`config.mk`:
```
export PLATFORM = sky130hd
export DESIGN_NAME = display_scan_driver
export DESIGN_NICKNAME = d
export VERILOG_FILES = /design/src/rtl/display_scan_driver.sv
export SDC_FILE = /design/constraint.sdc
export NUM_CORES = 1
export LEC_CHECK = 0
export BUFFER_PORTS_ARGS = -buffer_cell sky130_fd_sc_hd__buf_4
export CORE_UTILIZATION = 35
export DETAILED_ROUTE_END_ITERATION = 8
export GPL_TIMING_DRIVEN = 0
export PLACE_DENSITY = 0.65
export SLEW_MARGIN = 25
export SYNTH_ARGS = -nofsm -noshare
export SYNTH_HDL_FRONTEND = slang
export SYNTH_SLANG_ARGS = --single-unit
```
`constraint.sdc`:
```
create_clock -name clk -period 3.8 [get_ports clk]
set_input_delay 0 -clock clk [delete_from_list [all_inputs] [get_ports clk]]
set_output_delay 0 -clock clk [all_outputs]
set_load 0.005 [all_outputs]
```
`src/rtl/display_scan_driver.sv`:
```
// ============================================================================
// display_scan_driver: 4-digit multiplexed 7-segment scan with per-frame
// snapshot and blink-on-finished. Optional macro: LEADING_ZERO_BLANK_EN.
// Rev 1.0
// ============================================================================
`default_nettype none

module display_scan_driver #(
  parameter int REFRESH_DIV = 4,
  parameter int BLINK_HALF  = 16
) (
  input  logic       clk,
  input  logic       rst,
  input  logic       en,
  input  logic [3:0] second_unit,
  input  logic [3:0] second_tens,
  input  logic [3:0] minute_unit,
  input  logic [3:0] minute_tens,
  input  logic       finished,
  output logic [6:0] seg,
  output logic [3:0] an,
  output logic       dp
);

  localparam int CNT_W = (REFRESH_DIV > 1) ? $clog2(REFRESH_DIV) : 1;
  localparam int BLK_W = (BLINK_HALF > 1) ? $clog2(BLINK_HALF) : 1;
  localparam logic [CNT_W-1:0] CNT_LAST = CNT_W'(REFRESH_DIV - 1);
  localparam logic [BLK_W-1:0] BLK_LAST = BLK_W'(BLINK_HALF - 1);

  typedef enum logic {
    PH_ON  = 1'b0,
    PH_OFF = 1'b1
  } phase_t;

  logic [CNT_W-1:0] cnt_q, cnt_d;
  logic [1:0]       idx_q, idx_d;
  logic [15:0]      snap_q, snap_d;
  logic [BLK_W-1:0] blink_q, blink_d;
  phase_t           phase_q, phase_d;
  logic [6:0]       seg_q, seg_d;
  logic [3:0]       an_q, an_d;
  logic             dp_q, dp_d;

  logic [15:0]      digits_w;
  logic [3:0]       cur_digit_w;
  logic             blank_w;

  function automatic logic [6:0] seg_decode(input logic [3:0] d);
    logic [6:0] s;
    case (d)
      4'd0:    s = 7'b0111111;
      4'd1:    s = 7'b0000110;
      4'd2:    s = 7'b1011011;
      4'd3:    s = 7'b1001111;
      4'd4:    s = 7'b1100110;
      4'd5:    s = 7'b1101101;
      4'd6:    s = 7'b1111101;
      4'd7:    s = 7'b0000111;
      4'd8:    s = 7'b1111111;
      4'd9:    s = 7'b1101111;
      default: s = 7'b1000000;
    endcase
    return s;
  endfunction

  assign digits_w = {minute_tens, minute_unit, second_tens, second_unit};

  always_comb begin
    cur_digit_w = snap_q[3:0];
    case (idx_q)
      2'd0:    cur_digit_w = snap_q[3:0];
      2'd1:    cur_digit_w = snap_q[7:4];
      2'd2:    cur_digit_w = snap_q[11:8];
      default: cur_digit_w = snap_q[15:12];
    endcase
  end

  always_comb begin
    blank_w = (phase_q == PH_OFF);
`ifdef LEADING_ZERO_BLANK_EN
    // Slot 3 still consumes its time; only its drive is suppressed.
    if ((idx_q == 2'd3) && (cur_digit_w == 4'd0)) begin
      blank_w = 1'b1;
    end
`endif
  end

  always_comb begin
    cnt_d   = cnt_q;
    idx_d   = idx_q;
    snap_d  = snap_q;
    blink_d = blink_q;
    phase_d = phase_q;
    seg_d   = 7'd0;
    an_d    = 4'd0;
    dp_d    = 1'b0;

    if (!en) begin
      cnt_d   = '0;
      idx_d   = 2'd0;
      blink_d = '0;
      phase_d = PH_ON;
      snap_d  = digits_w;
    end else begin
      if (cnt_q == CNT_LAST) begin
        cnt_d = '0;
        idx_d = idx_q + 2'd1;
        // Snapshot only at frame wrap so a frame never mixes old and new digits.
        if (idx_q == 2'd3) begin
          snap_d = digits_w;
        end
      end else begin
        cnt_d = cnt_q + CNT_W'(1);
      end

      if (finished) begin
        if (blink_q == BLK_LAST) begin
          blink_d = '0;
          phase_d = (phase_q == PH_ON) ? PH_OFF : PH_ON;
        end else begin
          blink_d = blink_q + BLK_W'(1);
        end
      end else begin
        blink_d = '0;
        phase_d = PH_ON;
      end

      if (!blank_w) begin
        seg_d = seg_decode(cur_digit_w);
        an_d  = 4'b0001 << idx_q;
        dp_d  = (idx_q == 2'd2);
      end
    end
  end

  always_ff @(posedge clk or negedge rst) begin
    if (!rst) begin
      cnt_q   <= '0;
      idx_q   <= 2'd0;
      snap_q  <= 16'd0;
      blink_q <= '0;
      phase_q <= PH_ON;
      seg_q   <= 7'd0;
      an_q    <= 4'd0;
      dp_q    <= 1'b0;
    end else begin
      cnt_q   <= cnt_d;
      idx_q   <= idx_d;
      snap_q  <= snap_d;
      blink_q <= blink_d;
      phase_q <= phase_d;
      seg_q   <= seg_d;
      an_q    <= an_d;
      dp_q    <= dp_d;
    end
  end

  assign seg = seg_q;
  assign an  = an_q;
  assign dp  = dp_q;

endmodule

`default_nettype wire

```
# --- Yosys cells after proc, flatten, opt, wreduce, memory -nomap -nowiden ---
# Memory sizes are Yosys's and may differ from the RTL's.
# Cells that the tools add are included.
totals:
  memories: 1
  out_inout_bits: 12
  word_cells: 44
  in_bits: 20
  register_bits: 37
  mem_bits_ro: 112
memory_table:
  columns: ["memory", "words", "word_bits", "read_ports", "rd_clocked_by_memory_dff", "write_ports", "line", "text"]
  rows:
  - ["(name not given)", 16, 7, 1, 0, 0, "50", "case (d)"]
op_classes:
  n_eq_ne: 8
  shift: 1
  muxes: 21
  n_reduce_logical: 2
  addsub: 3
op_table:
  columns: ["op", "count"]
  rows:
  - ["$mux W16", 3]
  - ["$mux W4", 5]
  - ["$mux W7", 2]
  - ["$pmux W4 S3", 1]
  - ["$mux W2", 4]
  - ["$eq A2 B2 Y1 const B", 3]
  - ["$mux W1", 6]
  - ["$add A2 B1 Y2 const B", 2]
  - ["$add A4 B1 Y4 const B", 1]
  - ["$eq A4 B4 Y1 const B", 1]
  - ["$ne A2 B1 Y1 const B", 2]
  - ["$shl A1 B2 Y4 const A", 1]
  - ["$ne A3 B2 Y1 const B", 1]
  - ["$eq A2 B1 Y1 const B", 1]
  - ["$logic_not A2 Y1", 1]
  - ["$reduce_and A2 Y1", 1]

# --- Longest topological paths before layout ---
# Gate-level depths: netlist of the first run.
# An unclocked memory read counts as a cell.
depth:
  word_depth: 5
  depth_mapped: 9
  depth_no_buf: 9

# --- Least setup slack after synthesis of the first run ---
# OpenSTA, ideal clock, no wires.
synth_timing:
  path_kind: "reg2reg"
  from: "reg idx_q[0]"
  to: "reg seg_q[3] (netlist: seg[3])"
  arrival_ns: 1.839
  period_less_slack_ns: 1.915
  slack_ns: 1.885
  path_stages_with_launch: 9
  path_buffers: 1
  required_time_ns: 3.724
  setup_time_ns: 0.076
  path_cell_list: "dfrtp_1 > ha_1 > buf_6 > a21oi_1 > o2bb2ai_1 > inv_1 > ha_1 > mux2_2 > o21ai_1"
synth_via:
  elab_chain_len: 5
  word_cells_on_any_way: 7
synth_rtl:
  columns: ["element", "line", "text"]
  rows:
  - ["start, declared", "36", "logic [1:0] idx_q, idx_d;"]
  - ["start signal, assigned", "148", "idx_q <= idx_d;"]
  - ["$eq A2 B2 Y1, or another cell as far along", "70", "case (idx_q)"]
  - ["$pmux W4 S3 *", "70", null]
  - ["$mem_v2 Z16 W7 *", null, null]
  - ["$mux W7 *", "128", "if (!blank_w) begin"]
  - ["$mux W7 *", "98", "if (!en) begin"]
  - ["via seg_d[3]", "40", "logic [6:0] seg_q, seg_d;"]
  - ["end signal, assigned", "152", "seg_q <= seg_d;"]
  - ["end, declared", "40", null]
# The timed path passes the listed nets; every way through them passes the cells marked *.
# A chain may end at the register's enable or synchronous reset.

# --- Final worst setup path of the first run ---
# Ends and elaborated chain as after synthesis.

==> flow_summary.json, run 1 <==
{
  "outcome": "finished, final reports clean",
  "cts_root_buf": "clkbuf_8",
  "syn-num-nets": 163,
  "synth_edf_count": 0,
  "clockBufferDepth": 2,
  "layout-drive-gt1-share": 0.365,
  "start_util": 0.377,
  "yosysMostFrequentCell": "dfrtp_1",
  "holdPathEnd": "idx_q[0]$_DFFE_PN0P_",
  "routedWlPerCell_um": 14.3,
  "ff2ff_path_depth": 8,
  "period_share": 0.581,
  "core_area_um2": 4500,
  "holdCritStartpoint": "en",
  "synth_cell_types": 37,
  "drv_slew": 0,
  "ant_nets": 0,
  "leakagePower_nw": 1.08,
  "finalSetupTns_ns": 0,
  "seq_area_frac_synth": 0.531,
  "cts_tree": "done",
  "vias": 1181,
  "routed_via_density": 4.90,
  "synth_area_leaders": "dfrtp_1, mux2_2, ha_1, a21oi_1, inv_1",
  "n_antenna_cell": 0,
  "num_rows": 24,
  "p_per_area_nw_per_um2": 390,
  "wirelength_um": 3460,
  "hp-class": "input pin to register",
  "netlist_area_um2": 1700,
  "fin_util": 0.503,
  "slew_headroom": 0.591,
  "hold_violations": 0,
  "rsz0062_at_grt": "no",
  "cts_max_level": 2,
  "drc": 0,
  "period_minus_slack_ns": 2.21,
  "holdPathStages": 2,
  "path_max_fanout": 7,
  "yosysTopAreaCellShare": 0.531,
  "critPathArrivalTime_ns": 2.41,
  "ys_warn_count": 0,
  "finalInstanceArea_um2": 2270,
  "max_freq_ghz": 0.453,
  "skew_ns": 0.00374,
  "finalHoldWorstSlack_ns": 0.00186,
  "areaGrowthSynthToFinish_pct": 33.6,
  "r2r_setup_slack_ns": 1.59,
  "dieWidth_um": 71.6,
  "synthFlopType": "dfrtp_1",
  "synth_common_cells": "dfrtp_1, mux2_2, ha_1",
  "peakVddDrop_v": 0.000179,
  "clock-sinks": 36,
  "r2r_end": "seg[3]$_DFF_PN0_",
  "drt_iter0_drc": 83,
  "post_dp_cell_area_um2": 1990,
  "ys_seq_elements": 36,
  "dr.pass1.iters": 4,
  "postSynthCellCount": 132,
  "grt_max_degree": 37,
  "grt_pass1_vias": 1266,
  "grt_pass1_wl_um": 5830,
  "clk_latency_ns": 0.28,
  "die_area_um2": 5130,
  "start_kind": "register",
  "io_pins": 32,
  "power_mw": 0.883,
  "cts_inserted_buffers": 5,
  "synth_area_per_cell_um2": 12.9,
  "drv_cap": 0,
  "end_kind": "register",
  "synth_top_cell_by_area": "dfrtp_1",
  "cts_setup_buffers": 0,
  "die_h_um": 71.6,
  "required_ns": 4.01,
  "max_slew.worst_pin.slew_ns": 0.613,
  "synthArstFlopShare": 1.00,
  "hpwl_um": 2390,
  "grt_use_total": 0.151,
  "gp_congestion": 0.828,
  "grt_overflow": 0,
  "numPortBuffers": 31,
  "cts.clk_slew.worst_paths_ns": 0.07,
  "antenna_found_initial": 0,
  "setup-violations-final": 0,
  "path_class": "register to register",
  "worstReg2RegStart": "idx_q[0]$_DFFE_PN0P_",
  "nNetsFinal": 219
}
[worst max-delay path, stage by stage (launching register included)]
cell and delay [ns]:
dfrtp_1 0.41, inv_1 0.08, ha_1 0.27, a22oi_1 0.21, o2bb2ai_1 0.31, inv_1 0.14
ha_1 0.34, mux2_2 0.26, o21ai_1 0.12
[layer usage]
layer	routed length, µm	global-route usage	vias up
met5	0	0	-
met4	17	0.0501	0
met3	147	0.0464	2
met2	1890	0.273	25
met1	1400	0.169	581
li1	-	-	573
[worst max-delay path by stage]
stage                     slack, ns               end  depth (start not counted)                 start
final                          1.59  seg[3]$_DFF_PN0_                          8  idx_q[0]$_DFFE_PN0P_
after global routing           1.46  seg[3]$_DFF_PN0_                          8  idx_q[1]$_DFFE_PN0P_
after CTS                      1.59  seg[3]$_DFF_PN0_                          8  idx_q[0]$_DFFE_PN0P_
after detailed placement       1.62  seg[3]$_DFF_PN0_                          8  idx_q[0]$_DFFE_PN0P_
after global placement         1.67  seg[3]$_DFF_PN0_                          8  idx_q[0]$_DFFE_PN0P_
after floorplan                1.89  seg[3]$_DFF_PN0_                          8  idx_q[0]$_DFFE_PN0P_
[registers in the layout, summed over array words and instances, names as in the netlist]
register,flops
snap_q,16
seg,7
blink_q,4
an,3
cnt_q,2
idx_q,2
blank_w,1
dp,1
[cell families after synthesis]
family | after synthesis | synth area share
DFF | 36 | 0.531
adders and majority gates | 11 | 0.0811
buffers and inverters | 11 | 0.0354
and+or+nand+nor | 24 | 0.0929
muxes | 20 | 0.131
xor gates and xnor gates | 3 | 0.0155
AOI/OAI and AO/OA | 27 | 0.113
[timing repair]
item	in CTS	in global routing
hold buffers	18	0
gates resized for setup	0	0
hold endpoints to repair	53	0
[final cells by class]
cell class / instances / area (µm²)
buffer: 3 / 30.0
inverter: 8 / 30.0
timing repair buffer: 49 / 413
multi-input combinational: 85 / 736
clock buffer: 6 / 82.6
fill: 402 / 2240
tap: 52 / 65.1
clock inverter: 2 / 10.0
sequential: 36 / 901
[placed cells by master (no fill, tap or decap), drive strengths merged, types with 2 or more instances in the layout]
| master | instances |
|---|---|
| o21ai | 4 |
| ha | 11 |
| nor2 | 5 |
| mux2 | 18 |
| xor2 | 2 |
| and2 | 5 |
| mux2i | 2 |
| nand2 | 2 |
| dlygate4sd3 | 18 |
| inv | 8 |
| a22oi | 4 |
| nor2b | 3 |
| a21oi | 10 |
| buf | 34 |
| o2bb2ai | 2 |
| dfrtp | 36 |
| clkinv | 2 |
| clkbuf | 6 |
| nand2b | 3 |
[stage by stage]
stage	setup WS [ns]	cells
2_1_floorplan	1.89	132
3_3_place_gp	1.67	215
3_5_place_dp	1.62	215
4_1_cts	1.59	241
5_1_grt	1.46	241
6_report	1.59	241
[where the power goes]
group          switching [mW]  internal [mW]  total (mW)
Sequential             0.0164          0.418       0.434
Clock                   0.128          0.144       0.273
Combinational          0.0783         0.0984       0.177
Total                   0.223          0.660       0.883
Note: power is estimated with default switching activity, not from simulation.
==> run 2: changes to the inputs <==
--- a/config.mk
+++ b/config.mk
@@ -9,7 +9,7 @@
 export CORE_UTILIZATION = 35
 export DETAILED_ROUTE_END_ITERATION = 8
 export GPL_TIMING_DRIVEN = 0
-export PLACE_DENSITY = 0.65
+export PLACE_DENSITY = 0.67
 export SLEW_MARGIN = 25
 export SYNTH_ARGS = -nofsm -noshare
 export SYNTH_HDL_FRONTEND = slang
==> constraint.sdc (replaced) <==
create_clock -name clk -period 1.92 [get_ports clk]
set_input_delay 0 -clock clk [delete_from_list [all_inputs] [get_ports clk]]
set_output_delay 0 -clock clk [all_outputs]
set_load 0.005 [all_outputs]
==> flow_summary.json, run 2 (synthesis results as in run 1) <==
{
  "num_rows": 24,
  "required_ns": 2.09,
  "finalSetupTns_ns": 0,
  "fillers": 378,
  "drc": 0,
  "cts_inserted_buffers": 5,
  "grt_overflow": 0,
  "cts_max_level": 2,
  "max_freq_ghz": 0.535,
  "dr.pass1.iters": 6,
  "peakVddDrop_v": 0.000542,
  "path_class": "register to register",
  "antenna_found_initial": 0,
  "start_kind": "register",
  "drv_cap": 0,
  "layout_commonest_cell": "buf_4",
  "wirelength_um": 3430,
  "power_mw": 1.85,
  "numPortBuffers": 31,
  "fin_util": 0.544,
  "period_minus_slack_ns": 1.87,
  "rsz0062_at_grt": "yes",
  "io_pins": 32,
  "critical-path-top-delay-family": "compound AO/OA/AOI/OAI gates",
  "period_share": 0.973,
  "finalInstanceArea_um2": 2450,
  "die_h_um": 71.6,
  "clk_latency_ns": 0.29,
  "grt_max_degree": 37,
  "critPathArrivalTime_ns": 2.04,
  "dieWidth_um": 71.6,
  "n_antenna_cell": 0,
  "gp_congestion": 0.852,
  "cp.depth": 9,
  "grt_pass1_wl_um": 5640,
  "max_slew.worst_pin.slew_ns": 0.464,
  "ant_nets": 0,
  "outcome": "finished, final reports clean",
  "grt_use_total": 0.146,
  "drv_slew": 0,
  "end_kind": "register",
  "skew_ns": 0.00830,
  "post_dp_cell_area_um2": 1990,
  "clock-sinks": 36,
  "clockBufferDepth": 2,
  "finalHoldWorstSlack_ns": 0.196,
  "cts_tree": "done",
  "drt_iter0_drc": 45,
  "path_buf_inv": 2,
  "grt_pass1_vias": 1281,
  "path_cells": "inv_2 -> ha_4 -> a22oi_2 -> o2bb2ai_2 -> buf_4 -> ha_1 -> a211o_2 -> o211ai_1 -> a21oi_1",
  "slew_headroom": 0.690,
  "routedWlPerCell_um": 13.9,
  "slowest_delay_ns": 0.45,
  "p_per_area_nw_per_um2": 755,
  "hold_violations": 0,
  "setup-violations-final": 0,
  "leakagePower_nw": 1.13,
  "nNetsFinal": 226,
  "start_util": 0.377,
  "mostFrequentLayoutCells": "buf_4, dfrtp_1, dlygate4sd3_1",
  "areaGrowthSynthToFinish_pct": 44.3,
  "path_max_fanout": 6,
  "hpwl_um": 2340,
  "hp-class": "input pin to async pin",
  "regMostFlops": "snap_q",
  "cts_root_buf": "clkbuf_8",
  "cts.clk_slew.worst_paths_ns": 0.07,
  "crit_slowest_cell": "dfrtp_2",
  "largest_reg_flops": 16,
  "layout-drive-gt1-share": 0.477,
  "vias": 1215,
  "die_area_um2": 5130,
  "routed_via_density": 4.92,
  "ff2ff_path_depth": 9,
  "core_area_um2": 4500
}
run 2: repair_timing:
action	in CTS	in global routing
hold buffers	19	0
setup buffers	2	4
resized for setup	5	20
endpoints found under the hold margin	55	0
pin swaps	1	1
endpoints found under the setup margin	7	7
run 2: path summary, 6_finish.rpt:
| path | slack, ns | start | endpoint |
|---|---|---|---|
| worst min-delay path | 0.20 | rst | seg[2]$_DFF_PN0_ |
| min in group clk | 0.43 | cnt_q[0]$_DFF_PN0_ | cnt_q[0]$_DFF_PN0_ |
| worst max-delay path | 0.05 | idx_q[0]$_DFFE_PN0P_ | seg[4]$_DFF_PN0_ |
| worst min register to register | 0.43 | cnt_q[0]$_DFF_PN0_ | cnt_q[0]$_DFF_PN0_ |
| max in group asynchronous | 1.37 | rst | idx_q[1]$_DFFE_PN0P_ |
| worst max register to register | 0.05 | idx_q[0]$_DFFE_PN0P_ | seg[4]$_DFF_PN0_ |
run 2: layout make-up:
| cell class | count | area (µm²) | share of cell area |
|---|---|---|---|
| Clock buffer | 7 | 96.3 | 0.0393 |
| Buffer | 3 | 30.0 | 0.0123 |
| Timing Repair Buffer | 56 | 480 | 0.196 |
| Sequential cell | 36 | 903 | 0.369 |
| Tap cell | 52 | 65.1 | 0.0266 |
| Inverter | 8 | 35.0 | 0.0143 |
| Multi-Input combinational cell | 85 | 838 | 0.342 |
run 2: routing by layer:
| layer | track usage | vias up | part of all wire |
|---|---|---|---|
| met3 | 0.0436 | 6 | 0.039 |
| met2 | 0.251 | 28 | 0.54 |
| li1 | - | 585 | - |
| met5 | 0 | - | 0 |
| met1 | 0.166 | 596 | 0.41 |
| met4 | 0.0741 | 0 | 0.012 |
run 2: stage by stage:
stage               std cells  setup WS (ns)
floorplan                 132        0.00503
global placement          215         -0.181
detailed placement        215         -0.215
CTS                       243       0.000454
global route              247        -0.0485
finish                    247         0.0519
run 2: where the power goes:
group          total [mW]  switching (mW)  internal (mW)
combinational       0.409           0.171          0.238
clock               0.576           0.257          0.319
sequential          0.863          0.0364          0.827
total                1.85           0.464           1.38
